## src/rtl/can_pkg.sv

```systemverilog
// Shared CAN widths and the transmit scheduler state encoding.
// Pure declarations: no latency, no flow control.
package can_pkg;

   localparam int CAN_ID_W   = 11;
   localparam int CAN_DATA_W = 64;
   localparam int MB_IDX_W   = 3;

   typedef enum logic [1:0] {
      ST_IDLE     = 2'd0,
      ST_SELECT   = 2'd1,
      ST_REQUEST  = 2'd2,
      ST_WAIT_END = 2'd3
   } sched_state_e;

endpackage

```

## src/rtl/can_id_arbiter.sv

```systemverilog
// Combinational lowest-ID finder over the pending mask; ties go to the lowest index.
// Zero latency; no backpressure (pure function of its inputs).
module can_id_arbiter
   import can_pkg::*;
#(
   parameter int NUM_MB = 4
) (
   input  logic [NUM_MB-1:0]          pending_i,
   input  logic [NUM_MB*CAN_ID_W-1:0] ids_i,
   output logic                       found_o,
   output logic [MB_IDX_W-1:0]        idx_o
);

   logic                found_d;
   logic [MB_IDX_W-1:0] idx_d;
   logic [CAN_ID_W-1:0] best_d;

   // Strict less-than keeps the earlier (lower) index on equal IDs.
   always_comb begin
      found_d = 1'b0;
      idx_d   = '0;
      best_d  = '1;
      for (int i = 0; i < NUM_MB; i++) begin
         if (pending_i[i] && (!found_d || (ids_i[i*CAN_ID_W +: CAN_ID_W] < best_d))) begin
            found_d = 1'b1;
            idx_d   = MB_IDX_W'(i);
            best_d  = ids_i[i*CAN_ID_W +: CAN_ID_W];
         end
      end
   end

   assign found_o = found_d;
   assign idx_o   = idx_d;

endmodule

```

## src/rtl/can_tx_scheduler.sv

```systemverilog
// Mailbox scheduler feeding the CAN transmitter the lowest-ID pending frame; request 2 cycles after load.
// send_data is held until tx_busy is seen; lost frames re-arbitrate. Retry limit under CAN_TX_RETRY_LIMIT_EN.
module can_tx_scheduler
   import can_pkg::*;
#(
   parameter int NUM_MB    = 4,
   parameter int RETRY_MAX = 8
) (
   input  logic                         clk,
   input  logic                         rst,
   input  logic [NUM_MB-1:0]            mb_load,
   input  logic [NUM_MB*CAN_ID_W-1:0]   mb_id,
   input  logic [NUM_MB*CAN_DATA_W-1:0] mb_data,
   output logic [NUM_MB-1:0]            mb_pending,
   output logic                         load_err,
   output logic [CAN_ID_W-1:0]          address,
   output logic [CAN_DATA_W-1:0]        data,
   output logic                         send_data,
   input  logic                         tx_busy,
   input  logic                         tx_done,
   input  logic                         tx_lost,
   output logic                         sent_valid,
   output logic [MB_IDX_W-1:0]          sent_idx,
   output logic                         fail_valid
);

   sched_state_e          state_q, state_d;
   logic [CAN_ID_W-1:0]   id_q [NUM_MB];
   logic [CAN_DATA_W-1:0] pl_q [NUM_MB];
   logic [NUM_MB-1:0]     pending_q, pending_d;
   logic [MB_IDX_W-1:0]   cur_idx_q;
   logic [CAN_ID_W-1:0]   address_q;
   logic [CAN_DATA_W-1:0] data_q;
   logic                  send_q;
   logic                  load_err_q;
   logic                  sent_valid_q;
   logic [MB_IDX_W-1:0]   sent_idx_q;

   logic [NUM_MB*CAN_ID_W-1:0] ids_flat;
   logic                       arb_found;
   logic [MB_IDX_W-1:0]        arb_idx;
   logic [CAN_ID_W-1:0]        sel_id;
   logic [CAN_DATA_W-1:0]      sel_pl;
   logic [NUM_MB-1:0]          load_ok;
   logic                       load_rej;
   logic [MB_IDX_W-1:0]        flight_idx;
   logic                       done_evt, lost_evt, drop_evt;

   always_comb begin
      ids_flat = '0;
      for (int i = 0; i < NUM_MB; i++) ids_flat[i*CAN_ID_W +: CAN_ID_W] = id_q[i];
   end

   can_id_arbiter #(.NUM_MB(NUM_MB)) u_arb (
      .pending_i (pending_q),
      .ids_i     (ids_flat),
      .found_o   (arb_found),
      .idx_o     (arb_idx)
   );

   always_comb begin
      sel_id = '0;
      sel_pl = '0;
      for (int i = 0; i < NUM_MB; i++) begin
         if (arb_idx == MB_IDX_W'(i)) begin
            sel_id = id_q[i];
            sel_pl = pl_q[i];
         end
      end
   end

   // The winner is already committed during SELECT, so it is protected from reloads too.
   assign flight_idx = (state_q == ST_SELECT) ? arb_idx : cur_idx_q;

   always_comb begin
      load_ok  = '0;
      load_rej = 1'b0;
      for (int i = 0; i < NUM_MB; i++) begin
         if (mb_load[i]) begin
            if (state_q != ST_IDLE && flight_idx == MB_IDX_W'(i)) load_rej   = 1'b1;
            else                                                  load_ok[i] = 1'b1;
         end
      end
   end

   assign done_evt = (state_q == ST_WAIT_END) && tx_done;
   assign lost_evt = (state_q == ST_WAIT_END) && tx_lost && !tx_done;

`ifdef CAN_TX_RETRY_LIMIT_EN
   localparam logic [3:0] RETRY_LIM = 4'(RETRY_MAX);

   logic [3:0] lost_cnt_q [NUM_MB];
   logic [3:0] cur_cnt;
   logic       fail_valid_q;

   always_comb begin
      cur_cnt = '0;
      for (int i = 0; i < NUM_MB; i++) begin
         if (cur_idx_q == MB_IDX_W'(i)) cur_cnt = lost_cnt_q[i];
      end
   end

   assign drop_evt = lost_evt && ((cur_cnt + 4'd1) == RETRY_LIM);

   always_ff @(posedge clk or posedge rst) begin
      if (rst) begin
         fail_valid_q <= 1'b0;
         for (int i = 0; i < NUM_MB; i++) lost_cnt_q[i] <= '0;
      end else begin
         fail_valid_q <= drop_evt;
         for (int i = 0; i < NUM_MB; i++) begin
            if (load_ok[i] || (done_evt && cur_idx_q == MB_IDX_W'(i))) begin
               lost_cnt_q[i] <= '0;
            end else if (lost_evt && cur_idx_q == MB_IDX_W'(i)) begin
               lost_cnt_q[i] <= drop_evt ? 4'd0 : lost_cnt_q[i] + 4'd1;
            end
         end
      end
   end

   assign fail_valid = fail_valid_q;
`else
   assign drop_evt   = 1'b0;
   assign fail_valid = 1'b0;
`endif

   always_comb begin
      pending_d = pending_q | load_ok;
      for (int i = 0; i < NUM_MB; i++) begin
         if ((done_evt || drop_evt) && cur_idx_q == MB_IDX_W'(i)) pending_d[i] = 1'b0;
      end
   end

   always_comb begin
      state_d = state_q;
      case (state_q)
         ST_IDLE:     if (|pending_q) state_d = ST_SELECT;
         ST_SELECT:   state_d = arb_found ? ST_REQUEST : ST_IDLE;
         ST_REQUEST:  if (tx_busy) state_d = ST_WAIT_END;
         ST_WAIT_END: if (tx_done || tx_lost) state_d = ST_IDLE;
         default:     state_d = ST_IDLE;
      endcase
   end

   always_ff @(posedge clk or posedge rst) begin
      if (rst) begin
         state_q      <= ST_IDLE;
         pending_q    <= '0;
         cur_idx_q    <= '0;
         address_q    <= '0;
         data_q       <= '0;
         send_q       <= 1'b0;
         load_err_q   <= 1'b0;
         sent_valid_q <= 1'b0;
         sent_idx_q   <= '0;
         for (int i = 0; i < NUM_MB; i++) begin
            id_q[i] <= '0;
            pl_q[i] <= '0;
         end
      end else begin
         state_q      <= state_d;
         pending_q    <= pending_d;
         load_err_q   <= load_rej;
         sent_valid_q <= done_evt;
         if (done_evt || drop_evt) sent_idx_q <= cur_idx_q;
         if (state_q == ST_SELECT && arb_found) begin
            cur_idx_q <= arb_idx;
            address_q <= sel_id;
            data_q    <= sel_pl;
            send_q    <= 1'b1;
         end else if (state_q == ST_REQUEST && tx_busy) begin
            send_q    <= 1'b0;
         end
         for (int i = 0; i < NUM_MB; i++) begin
            if (load_ok[i]) begin
               id_q[i] <= mb_id[i*CAN_ID_W +: CAN_ID_W];
               pl_q[i] <= mb_data[i*CAN_DATA_W +: CAN_DATA_W];
            end
         end
      end
   end

   assign mb_pending = pending_q;
   assign load_err   = load_err_q;
   assign address    = address_q;
   assign data       = data_q;
   assign send_data  = send_q;
   assign sent_valid = sent_valid_q;
   assign sent_idx   = sent_idx_q;

endmodule

```

## config.mk

```make
export PLATFORM = sky130hd
export DESIGN_NAME = can_tx_scheduler
export DESIGN_NICKNAME = d
export VERILOG_FILES = /design/src/rtl/can_pkg.sv /design/src/rtl/can_id_arbiter.sv /design/src/rtl/can_tx_scheduler.sv
export SDC_FILE = /design/constraint.sdc
export NUM_CORES = 1
export LEC_CHECK = 0
export CORE_MARGIN = 2
export CORE_UTILIZATION = 45
export DETAILED_ROUTE_END_ITERATION = 6
export MAX_ROUTING_LAYER = met4
export PLACE_DENSITY = 0.81
export SYNTH_ARGS = -nofsm -noshare
export SYNTH_HDL_FRONTEND = slang
export SYNTH_SLANG_ARGS = --single-unit
```

## constraint.sdc

```tcl
create_clock -name clk -period 32.4 [get_ports clk]
set_input_delay 6.48 -clock clk [delete_from_list [all_inputs] [get_ports clk]]
set_output_delay 6.48 -clock clk [all_outputs]
set_load 0.01 [all_outputs]
```

==> metrics <==
Crit Path Max Fanout=78; Core ar.=42,100 µm²; achievable frequency=0.0930 GHz; clk sink count=388; endpoint of the worst hold path=sent_idx[1]; Clock transition at path regs=0.07 ns; Cell Count, Final, Fillers Out=2,618; CP top delay family=compound AO/OA/AOI/OAI gates; die area=44,600 µm²; synth cell count leaders=dfrtp_1, nand2_1, clkbuf_1; postcts setup bufs=0; worst r2r src=mb_pending[0]; FF+latch count, synth=388; worst path required time=32.85 ns; port bufs=392; vias in the first global route=16,554; Syn-to-layout area delta=29.2%; share of the synthesized area in the top cell type=50.3%; CTS tree=done; CTS root buffer=clkbuf_16; critical path depth=27; Final Cycle Share=33.2%; Filler cells=3,401; Worst-Margin Slew=1.22 ns; Reg2Reg Setup Slack=21.64 ns; Post-CTS Resized=0; H-tree levels=2; Setup Viol. Count Final=0; router iterations before antenna repair=6; placed cell count=2,531; DRC Markers=0; Yosys top cell by area=dfrtp_1; Slowest-stage cell, CP=and2_4; Rel. slew slack=18.6%; setup TNS=0 ns; status=finished clean; layout cells sized above 1=16.6%; initial antenna violation count=7; arrival time worst endpoint=11.21 ns; Vias=16,260; Unique masters post-synth=56; Detailed Route Iter0 Violations=1,659; vias per cell=6.21; Clock Latency Late Sink=0.59 ns; post-synthesis cell count=1,751; R2R cell count=27; io pins=395; CP max stage delay=0.93 ns; Startpoint Class=flip-flop; WL final=64.8 mm; minimum clock period after layout=10.76 ns; Pins Over Slew Limit=0; Max Clock Skew=0.0197 ns; Initial Util=45.8%; HPWL after DPL=41.3 mm; synth warn=0; HP Start=sent_idx[1]; hold violation count in the final report=0; Die X=211 µm; FP Rows=75; sequential-to-total area share from yosys stat=50.3%; ANT nets after route=0; CTS buffer count=43; MaxCap Viol Count=0; clock buffer depth=3; pin count of the biggest net entering global routing=152; chip height=211 µm; hold buffer count at CTS=0; CP bufs+invs=5; critical path class=flip-flop to flip-flop; r2r endpoint=pl_q[217]; # nets final=2,375; crit path capture type=flip-flop; Post-Syn Area=19,300 µm²; ys flop type=dfrtp_1; first-pass GRT wire length=98.2 mm; share of flip-flops with an asynchronous set or reset=100%; gr usage total=29.6%; RePlAce Congestion=0.961; number of synthesized flops with an enable pin=0; Avg Inst Size Synth=11.0 µm²; HP Class=flip-flop to flip-flop; RSZ-0062 raised after global routing=false; top cells by area, synth=dfrtp_1, mux2_4, mux2_2; hold depth=2; total grt overflow=0; routed wire length per instance=24.8 µm; most instantiated library cell after synthesis=dfrtp_1
cell type report:
type	instances	area (µm²)	share of cell area, %
Clock buffer	60	1230	4.93
Inverter	97	377	1.51
Multi-Input combinational cell	1096	8610	34.5
Timing Repair Buffer	411	4060	16.3
Antenna cell	8	20.0	0.0803
Sequential cell	388	9710	39.0
Tap cell	539	674	2.71
Clock inverter	19	243	0.974
worst max-delay path by stage:
stage / start / endpoint / slack (ns)
3_5_place_dp: mb_pending[0] / pl_q[204] / 22.00
2_1_floorplan: rst / asynchronous set/reset pin / 15.14
4_1_cts: mb_pending[0] / pl_q[206] / 21.91
3_3_place_gp: mb_pending[0] / pl_q[199] / 22.32
5_1_grt: mb_pending[0] / pl_q[217] / 21.15
6_report: mb_pending[0] / pl_q[217] / 21.64
metal layers:
| layer | wire length [µm] | GRT usage (%) |
|---|---|---|
| met1 | 26300 | 38.1 |
| met2 | 30300 | 46.6 |
| met3 | 6490 | 7.29 |
| met4 | 1720 | 8.91 |
| met5 | 0 | - |
logic make-up after synthesis:
family	Yosys count	share of synthesized area, %
simple gates	338	7.26
xor+xnor	1	0.0454
buf+inv	268	5.85
compound gates	530	21.9
other cells	1	0.0194
flops	388	50.3
mux	196	12.7
fa+ha+maj	29	1.88
worst reg2reg max path: cells and delay by family, from the launching register on:
family	cells	cell delay, ns
flops	1	0.46
mux	2	1.22
buf+inv	5	2.32
compound gates	11	3.75
fa+ha+maj	3	0.84
simple gates	6	2.02
per-stage QoR:
stage	hold slack [ns]	utilization (%)	area [µm²]	worst slack, ns
2_1_floorplan	0.479	-	19300	15.14
3_3_place_gp	0.469	55.6	23400	22.32
3_5_place_dp	0.481	55.6	23400	22.00
4_1_cts	0.495	59.1	24900	21.91
5_1_grt	0.521	59.1	24900	21.15
6_report	0.496	59.2	24900	21.64
layout by cell type, fill, tap and decap left out, types with 7 or more instances in the layout:
cell type          n
a21o_1             7
nor2_1            96
o22ai_1           25
o21ai_0           20
o211ai_1          53
a21oi_1           16
a31o_2            71
a31oi_1           56
clkinv_2           7
mux2_4            78
nand3_1           44
clkbuf_8           9
mux2_2            81
buf_4             20
o31ai_1           75
dfrtp_1          388
o211a_1           76
clkbuf_16         43
ha_1              29
inv_1             94
o221ai_1          77
clkbuf_1           8
clkdlybuf4s50_1  391
nand2_1          165
diode_2            8
a221oi_1          25
mux2i_1           37
registers in the layout (all words and copies together), names as in the netlist, named ones only:
register / cells
sent_valid: 1
mb_pending: 4
address: 11
load_err: 1
data: 64
pl_q: 256
state_q: 1
send_data: 1
cur_idx_q: 2
id_q: 44
sent_idx: 2
Power is not shown: default switching activity piles up to over one toggle a cycle in this logic, so the estimate is an artifact.
